File: src/rtl/truth_table_sweeper.sv
// Exhaustive stimulus/check engine for an N_IN-input combinational unit.
// Optional response signature register enabled by `define SWEEP_SIGNATURE_EN.
module truth_table_sweeper #(
    parameter int N_IN   = 3,
    parameter int N_OUT  = 1,
    parameter int SETTLE = 2
) (
    input  logic             clk,
    input  logic             reset_n,
    input  logic             start,
    input  logic [N_OUT-1:0] dut_resp,
    input  logic [N_OUT-1:0] exp_resp,
`ifdef SWEEP_SIGNATURE_EN
    output logic [15:0]      signature,
`endif
    output logic [N_IN-1:0]  vec_out,
    output logic             busy,
    output logic             done,
    output logic             pass,
    output logic [N_IN:0]    err_count,
    output logic [N_IN-1:0]  first_err_vec,
    output logic             first_err_valid
);

    localparam int EW = N_IN + 1;
    localparam int CW = (SETTLE > 1) ? $clog2(SETTLE) : 1;
    localparam logic [CW-1:0] CNT_LAST = CW'(SETTLE - 1);

    typedef enum logic [1:0] {
        S_IDLE,
        S_APPLY,
        S_DONE
    } state_t;

    state_t state_q;
    state_t state_d;

    logic [CW-1:0] cnt_q;
    logic          sample;
    logic          mismatch;
    logic          last_vec;
    logic [EW-1:0] err_inc;

    assign sample   = (state_q == S_APPLY) && (cnt_q == CNT_LAST);
    assign mismatch = (dut_resp != exp_resp);
    assign last_vec = &vec_out;
    assign err_inc  = err_count + EW'(mismatch);

    always_ff @(posedge clk or negedge reset_n) begin
        if (!reset_n) begin
            state_q <= S_IDLE;
        end else begin
            state_q <= state_d;
        end
    end

    always_comb begin
        state_d = state_q;
        unique case (state_q)
            S_IDLE, S_DONE: begin
                if (start) begin
                    state_d = S_APPLY;
                end
            end
            S_APPLY: begin
                if (sample && last_vec) begin
                    state_d = S_DONE;
                end
            end
            default: state_d = S_IDLE;
        endcase
    end

    // All status outputs are registered so nothing depends combinationally on the responses.
    always_ff @(posedge clk or negedge reset_n) begin
        if (!reset_n) begin
            vec_out         <= '0;
            cnt_q           <= '0;
            busy            <= 1'b0;
            done            <= 1'b0;
            pass            <= 1'b0;
            err_count       <= '0;
            first_err_vec   <= '0;
            first_err_valid <= 1'b0;
        end else begin
            unique case (state_q)
                S_IDLE, S_DONE: begin
                    if (start) begin
                        vec_out         <= '0;
                        cnt_q           <= '0;
                        busy            <= 1'b1;
                        done            <= 1'b0;
                        pass            <= 1'b0;
                        err_count       <= '0;
                        first_err_vec   <= '0;
                        first_err_valid <= 1'b0;
                    end
                end
                S_APPLY: begin
                    if (sample) begin
                        cnt_q     <= '0;
                        err_count <= err_inc;
                        if (mismatch && !first_err_valid) begin
                            first_err_vec   <= vec_out;
                            first_err_valid <= 1'b1;
                        end
                        if (last_vec) begin
                            busy <= 1'b0;
                            done <= 1'b1;
                            pass <= (err_inc == '0);
                        end else begin
                            vec_out <= vec_out + N_IN'(1);
                        end
                    end else begin
                        cnt_q <= cnt_q + CW'(1);
                    end
                end
                default: ;
            endcase
        end
    end

`ifdef SWEEP_SIGNATURE_EN
    logic [15:0] sig_q;
    logic [15:0] sig_next;

    assign sig_next  = {sig_q[14:0], 1'b0}
                     ^ (sig_q[15] ? 16'h1021 : 16'h0000)
                     ^ 16'(dut_resp);
    assign signature = sig_q;

    always_ff @(posedge clk or negedge reset_n) begin
        if (!reset_n) begin
            sig_q <= 16'hFFFF;
        end else if ((state_q != S_APPLY) && start) begin
            sig_q <= 16'hFFFF;
        end else if (sample) begin
            sig_q <= sig_next;
        end
    end
`endif

endmodule

File: config.mk
export PLATFORM = sky130hd
export DESIGN_NAME = truth_table_sweeper
export DESIGN_NICKNAME = d
export VERILOG_FILES = /design/src/rtl/truth_table_sweeper.sv
export SDC_FILE = /design/constraint.sdc
export NUM_CORES = 1
export LEC_CHECK = 0
export ABC_AREA = 0
export ABC_CLOCK_PERIOD_IN_PS = 1650
export CELL_PAD_IN_SITES_DETAIL_PLACEMENT = 1
export CELL_PAD_IN_SITES_GLOBAL_PLACEMENT = 1
export CORE_MARGIN = 2
export CORE_UTILIZATION = 37
export DETAILED_ROUTE_END_ITERATION = 8
export GPL_TIMING_DRIVEN = 0
export PLACE_DENSITY_LB_ADDON = 0.1
export SYNTH_ARGS = -nofsm -noshare
export SYNTH_HDL_FRONTEND = slang
export SYNTH_SLANG_ARGS = --single-unit
File: constraint.sdc
create_clock -name clk -period 1.65 [get_ports clk]
set_input_delay 0.495 -clock clk [delete_from_list [all_inputs] [get_ports clk]]
set_output_delay 0.495 -clock clk [all_outputs]
set_load 0.01 [all_outputs]
* After elaboration in Yosys (flattened, before gate mapping)
Cells that the tools add are included.
** Operators by class
- Reductions and logical operators :: 15
- Equality and inequality tests :: 9
- Div/mod/pow operators :: 0
- Mux-type cells :: 29
- Multipliers :: 0
- Order comparisons :: 0
- Shift operators :: 0
- Add/sub/neg operators :: 3
- Bitwise operators :: 0
** Operator list (count)
- 2-to-1 mux 3 bit :: 5
- case mux 3 bit (2 select lines) :: 2
- AND reduction 4 bit :: 3
- 2-to-1 mux 1 bit :: 11
- case mux 1 bit (2 select lines) :: 5
- 2-to-1 mux 4 bit :: 2
- inequality test 2 bit, second input constant :: 4
- case mux 4 bit (2 select lines) :: 1
- AND reduction 3 bit :: 2
- adder 4 x 1 -> 4 bit :: 1
- zero test 4 bit :: 1
- 2-to-1 mux 2 bit :: 2
- inequality test 2 x 1 -> 1 bit, second input constant :: 2
- case mux 2 bit (2 select lines) :: 1
- AND reduction 2 bit :: 2
- adder 3 x 1 -> 3 bit, second input constant :: 1
- logical AND 1 bit :: 3
- equality test 2 x 1 -> 1 bit, second input constant :: 1
- equality test 2 bit, second input constant :: 1
- zero test 2 bit :: 1
- nonzero test 2 bit :: 1
- OR reduction 2 bit :: 1
- adder 1 bit, second input constant :: 1
- zero test 1 bit :: 1
- inequality test 1 bit :: 1
** Word-level totals
- Bits in registers :: 17
- Output and inout bits :: 14
- Memory bits (read-only) :: 0
- Latch bits :: 0
- Input bits :: 5
- Memories kept :: 0
- Bits in writable memories :: 0

* Longest topological paths before layout
- Word-level depth :: 6
- Depth in mapped cells :: 6

* Least setup slack after synthesis
No wires, ideal clock.
- Kind :: input port to flip-flop
- Start point :: input port exp_resp
- End point :: register pass
- Arrival :: 1.564 ns
- Setup slack :: 0.019 ns
- Data required time :: 1.583 ns
- Setup time :: 0.067 ns
- Cell stages on the path :: 5
- Path through :: xor2_1 ha_1 ha_1 nor4_1 a32o_1
** On the way
- Cells in the longest elaborated chain, start to end :: 6
** RTL lines
- start, declared :: line 12 : input logic [N_OUT-1:0] exp_resp,
- inequality test 1 bit :: line 45 : assign mismatch = (dut_resp != exp_resp);
- adder 4 x 1 -> 4 bit :: line 47 : assign err_inc = err_count + EW'(mismatch);
- zero test 4 bit :: line 110 : pass <= (err_inc == '0);
- 2-to-1 mux 1 bit :: line 107 : if (last_vec) begin
- 2-to-1 mux 1 bit :: line 100 : if (sample) begin
- case mux 1 bit (2 select lines) :: line 86 : unique case (state_q)
- end signal, assigned :: line 110
- end, declared :: line 19 : output logic pass,
Every way passes these cells. The select of a mux whose other input is x is not followed.
A chain may end at the register's enable or synchronous reset.

* Final worst setup path
Ends and elaborated chain as after synthesis.

==> results.toml <==
[status]
status = "complete, no violations"

[finish]
nets = 130
drive_gt1_share_pct = 23.33
fin_util_pct = 57.09
antennaDiodeCount = 0
syn2layout_area_growth_pct = 44.74

[clock_network]
cts.htree.levels = 1
clockRootBuffer = "clkbuf_4"
hold_buffers = 0
cts_buffers = 3
cts_buffer_depth = 2
clkLatencyLatePin_ns = 0.28
clkTransAtPathRegs_ns = 0.10
cts_tree = "done"
clock-sinks = 17

[pwr]
p_leak_uw = 0.0006433
irDropWorstVdd_mv = 0.9549
p_int_uw = 1305
swShare_pct = 40.32
powerDensity_mw_per_mm2 = 1715
seq_power_share_pct = 32.0
clkPwrFrac_pct = 10.3
combPwrFrac_pct = 57.7
p_switching_uw = 881.4

[drt]
wl_met1_um = 981
routed_wl_mm = 2.450
ant_nets = 0
drt-pass1-iter-count = 4
viasPerCell = 5.209
met3_wirelength_um = 85
drc_errors = 0
wl_met2_mm = 1.366
vias = 771
drt-initial-drc-count = 5
dr.max_layer_used = "met4"
wire_per_inst_um = 16.55

[placement]
dp_slack_ns = -0.6304
place.gp.congestion = 0.6896
port_buffers = 18
hpwlAfterDp_mm = 1.489

[global_route]
antenna_found_initial = 0
grt_use_total_pct = 19.70
grt_pass1_wl_mm = 3.891
grt_overflow = 0
grt_pass1_vias = 807
grt_start_max_net_pins = 18

[worst_setup_path]
worst-setup-path-type = "in2reg"
cp_max_fo = 2
cp-start-kind = "input pin"
ff2ff_setup_slack_ns = 0.02
startpoint = "exp_resp"
crit_path_top_delay_cell = "ha_2"
reg2reg_from = "vec_out[1]"
cpMostUsedCell = "ha_2"
slowest_delay_ns = 0.29
r2r_end = "vec_out[0]"
crit_path_cell_trace = "dlygate4sd2_1 > xor2_2 > ha_2 > ha_2 > nor4_4 > a32o_1"
worst_setup_path_end_kind = "flop"
crit_arrival_ns = 1.87
r2r_cells = 6
critPathRequiredTime_ns = 1.88

[logic_synthesis]
synth-edff-count = 0
ys_seq_area_share_pct = 48.30
syn_area_sq_um = 880.8
synth_area_per_cell_sq_um = 10.36
synth.distinct_cells = 25
yosysTopAreaCell = "dfrtp_1"
async_flop_share_pct = 100.0
netlist_top_cells_area = "dfrtp_1 48%, nand2_1 8.1%, mux2i_1 6.8%"
synth_nets = 94
synthFlopType = "dfrtp_1"
synth_top_area_share_pct = 48.30
yosys_warnings = 0
synth_seq_cells = 17
syn_inst = 85

[sta]
fmax_ghz = 0.6097
rsz0062_at_grt = "true"
finalCritPeriodShare_pct = 99.40
slew_viol_final = 0
fin_crit_ns = 1.640
tightest_slew_ns = 0.8020
fin_skew_ns = 0.001651
hold_viol_final = 0
timing.final.ws_setup_ns = 0.009903
slew_headroom_pct = 46.37
setup_viol = 0

[job]
max_cap_violations = 0

[die]
initial_core_util_pct = 39.44
die_x_um = 52.79
num_rows = 17
floorplan.io_pins = 19
die_height_um = 52.79
fp.coreArea_sq_mm = 0.002233
die-area_sq_mm = 0.002787

[worst_hold_path]
worstHoldStart = "busy"
worstHoldPathType = "reg2reg"
hold_depth = 1
holdPathEnd = "busy"
==> state kept, by name (all words and copies together) (netlist names) <==
signal	cells
err_count	4
first_err_vec	3
vec_out	3
state_q	2
busy	1
cnt_q	1
done	1
first_err_valid	1
pass	1
==> layout by cell type (no fill, tap or decap), types with 2 or more instances in the layout <==
cell	Yosys	layout
o21bai_1	2	2
clkbuf_4	0	3
xor2_1	4	2
clkdlybuf4s50_1	0	2
nand2_1	19	19
buf_6	1	2
nand3_1	3	3
buf_4	0	12
dlygate4sd2_1	0	16
xor2_2	0	2
ha_2	0	2
inv_1	6	6
a221oi_1	2	2
ha_4	0	2
mux2i_1	6	6
o22ai_1	2	2
o21ai_1	2	2
dfrtp_1	17	17
nor2b_1	3	3
==> synth_stat cells, types with 2 or more instances <==
cell	instances
and4bb_1	2
inv_1	6
o21bai_1	2
a221oi_1	2
nand2_1	19
o22ai_1	2
mux2i_1	6
nor2b_1	3
nand3_1	3
nor2_1	2
o21ai_1	2
xor2_1	4
ha_1	4
dfrtp_1	17
==> cells by family after synthesis <==
group | count (synthesis) | synth area share [%]
XOR/XNOR | 4 | 3.977
adder cells (fa/ha/maj) | 4 | 5.682
multiplexers | 7 | 8.097
flip-flops | 17 | 48.30
AND/OR/NAND/NOR | 34 | 20.46
AO/OA/AOI/OAI | 12 | 9.659
buffers and inverters | 7 | 3.835
==> per-layer routing <==
layer | GRT usage, % | vias up
li1 | - | 364
met3 | 3.429 | 2
met2 | 34.38 | 18
met4 | 6.410 | 0
met5 | 0 | -
met1 | 24.33 | 387
==> power by group through the flow <==
| stage | sequential, uW | clock, uW | combinational (uW) |
|---|---|---|---|
| after floorplan | 780 | 0 | 499 |
| after global placement | 739 | 0 | 936 |
| after detailed placement | 750 | 0 | 959 |
| after CTS | 692 | 232 | 1080 |
| after global routing | 719 | 243 | 1380 |
| final | 700 | 225 | 1260 |
==> layout make-up <==
class | instances | area [sq um]
clock buffers | 4 | 26.28
multi-input cells | 61 | 493.0
flip-flops and latches | 17 | 425.4
fillers | 273 | 958.4
plain buffers | 1 | 11.26
inverters | 6 | 22.52
repair buffers | 31 | 261.5
well taps | 28 | 35.03
==> worst max-delay path: cells and delay by family <==
family,cells,cell delay [ns]
compound gates,1,0.16
xor+xnor,1,0.19
fa+ha+maj,2,0.49
buf+inv,1,0.26
simple gates,1,0.28
==> metrics by stage <==
stage | setup TNS, ns | instances | cell area, sq um | hold slack [ns] | power, uW
2_1_floorplan | 0 | 85 | 880.8 | 0.1994 | 1279
3_3_place_gp | -2.782 | 131 | 1096 | 0.4728 | 1675
3_5_place_dp | -3.142 | 131 | 1096 | 0.4866 | 1709
4_1_cts | 0 | 145 | 1199 | 0.5050 | 2009
5_1_grt | -0.04787 | 148 | 1275 | 0.5407 | 2345
6_report | 0 | 148 | 1275 | 0.4970 | 2186
==> worst max-delay path by stage <==
| stage | to | slack (ns) | depth (start not counted) |
|---|---|---|---|
| after floorplan | pass | 0.02 | 5 |
| after global placement | pass | -0.61 | 6 |
| after detailed placement | pass | -0.63 | 6 |
| after CTS | pass | 0.0007 | 7 |
| after global routing | vec_out[0] | -0.02 | 6 |
| final | pass | 0.01 | 6 |
==> repair_timing <==
action | CTS | global route
endpoints found under the setup margin | 18 | 5
gates resized for setup | 21 | 10
pin swaps | 4 | 5
setup buffers | 10 | 3
Power figures use the tool's default switching activity.
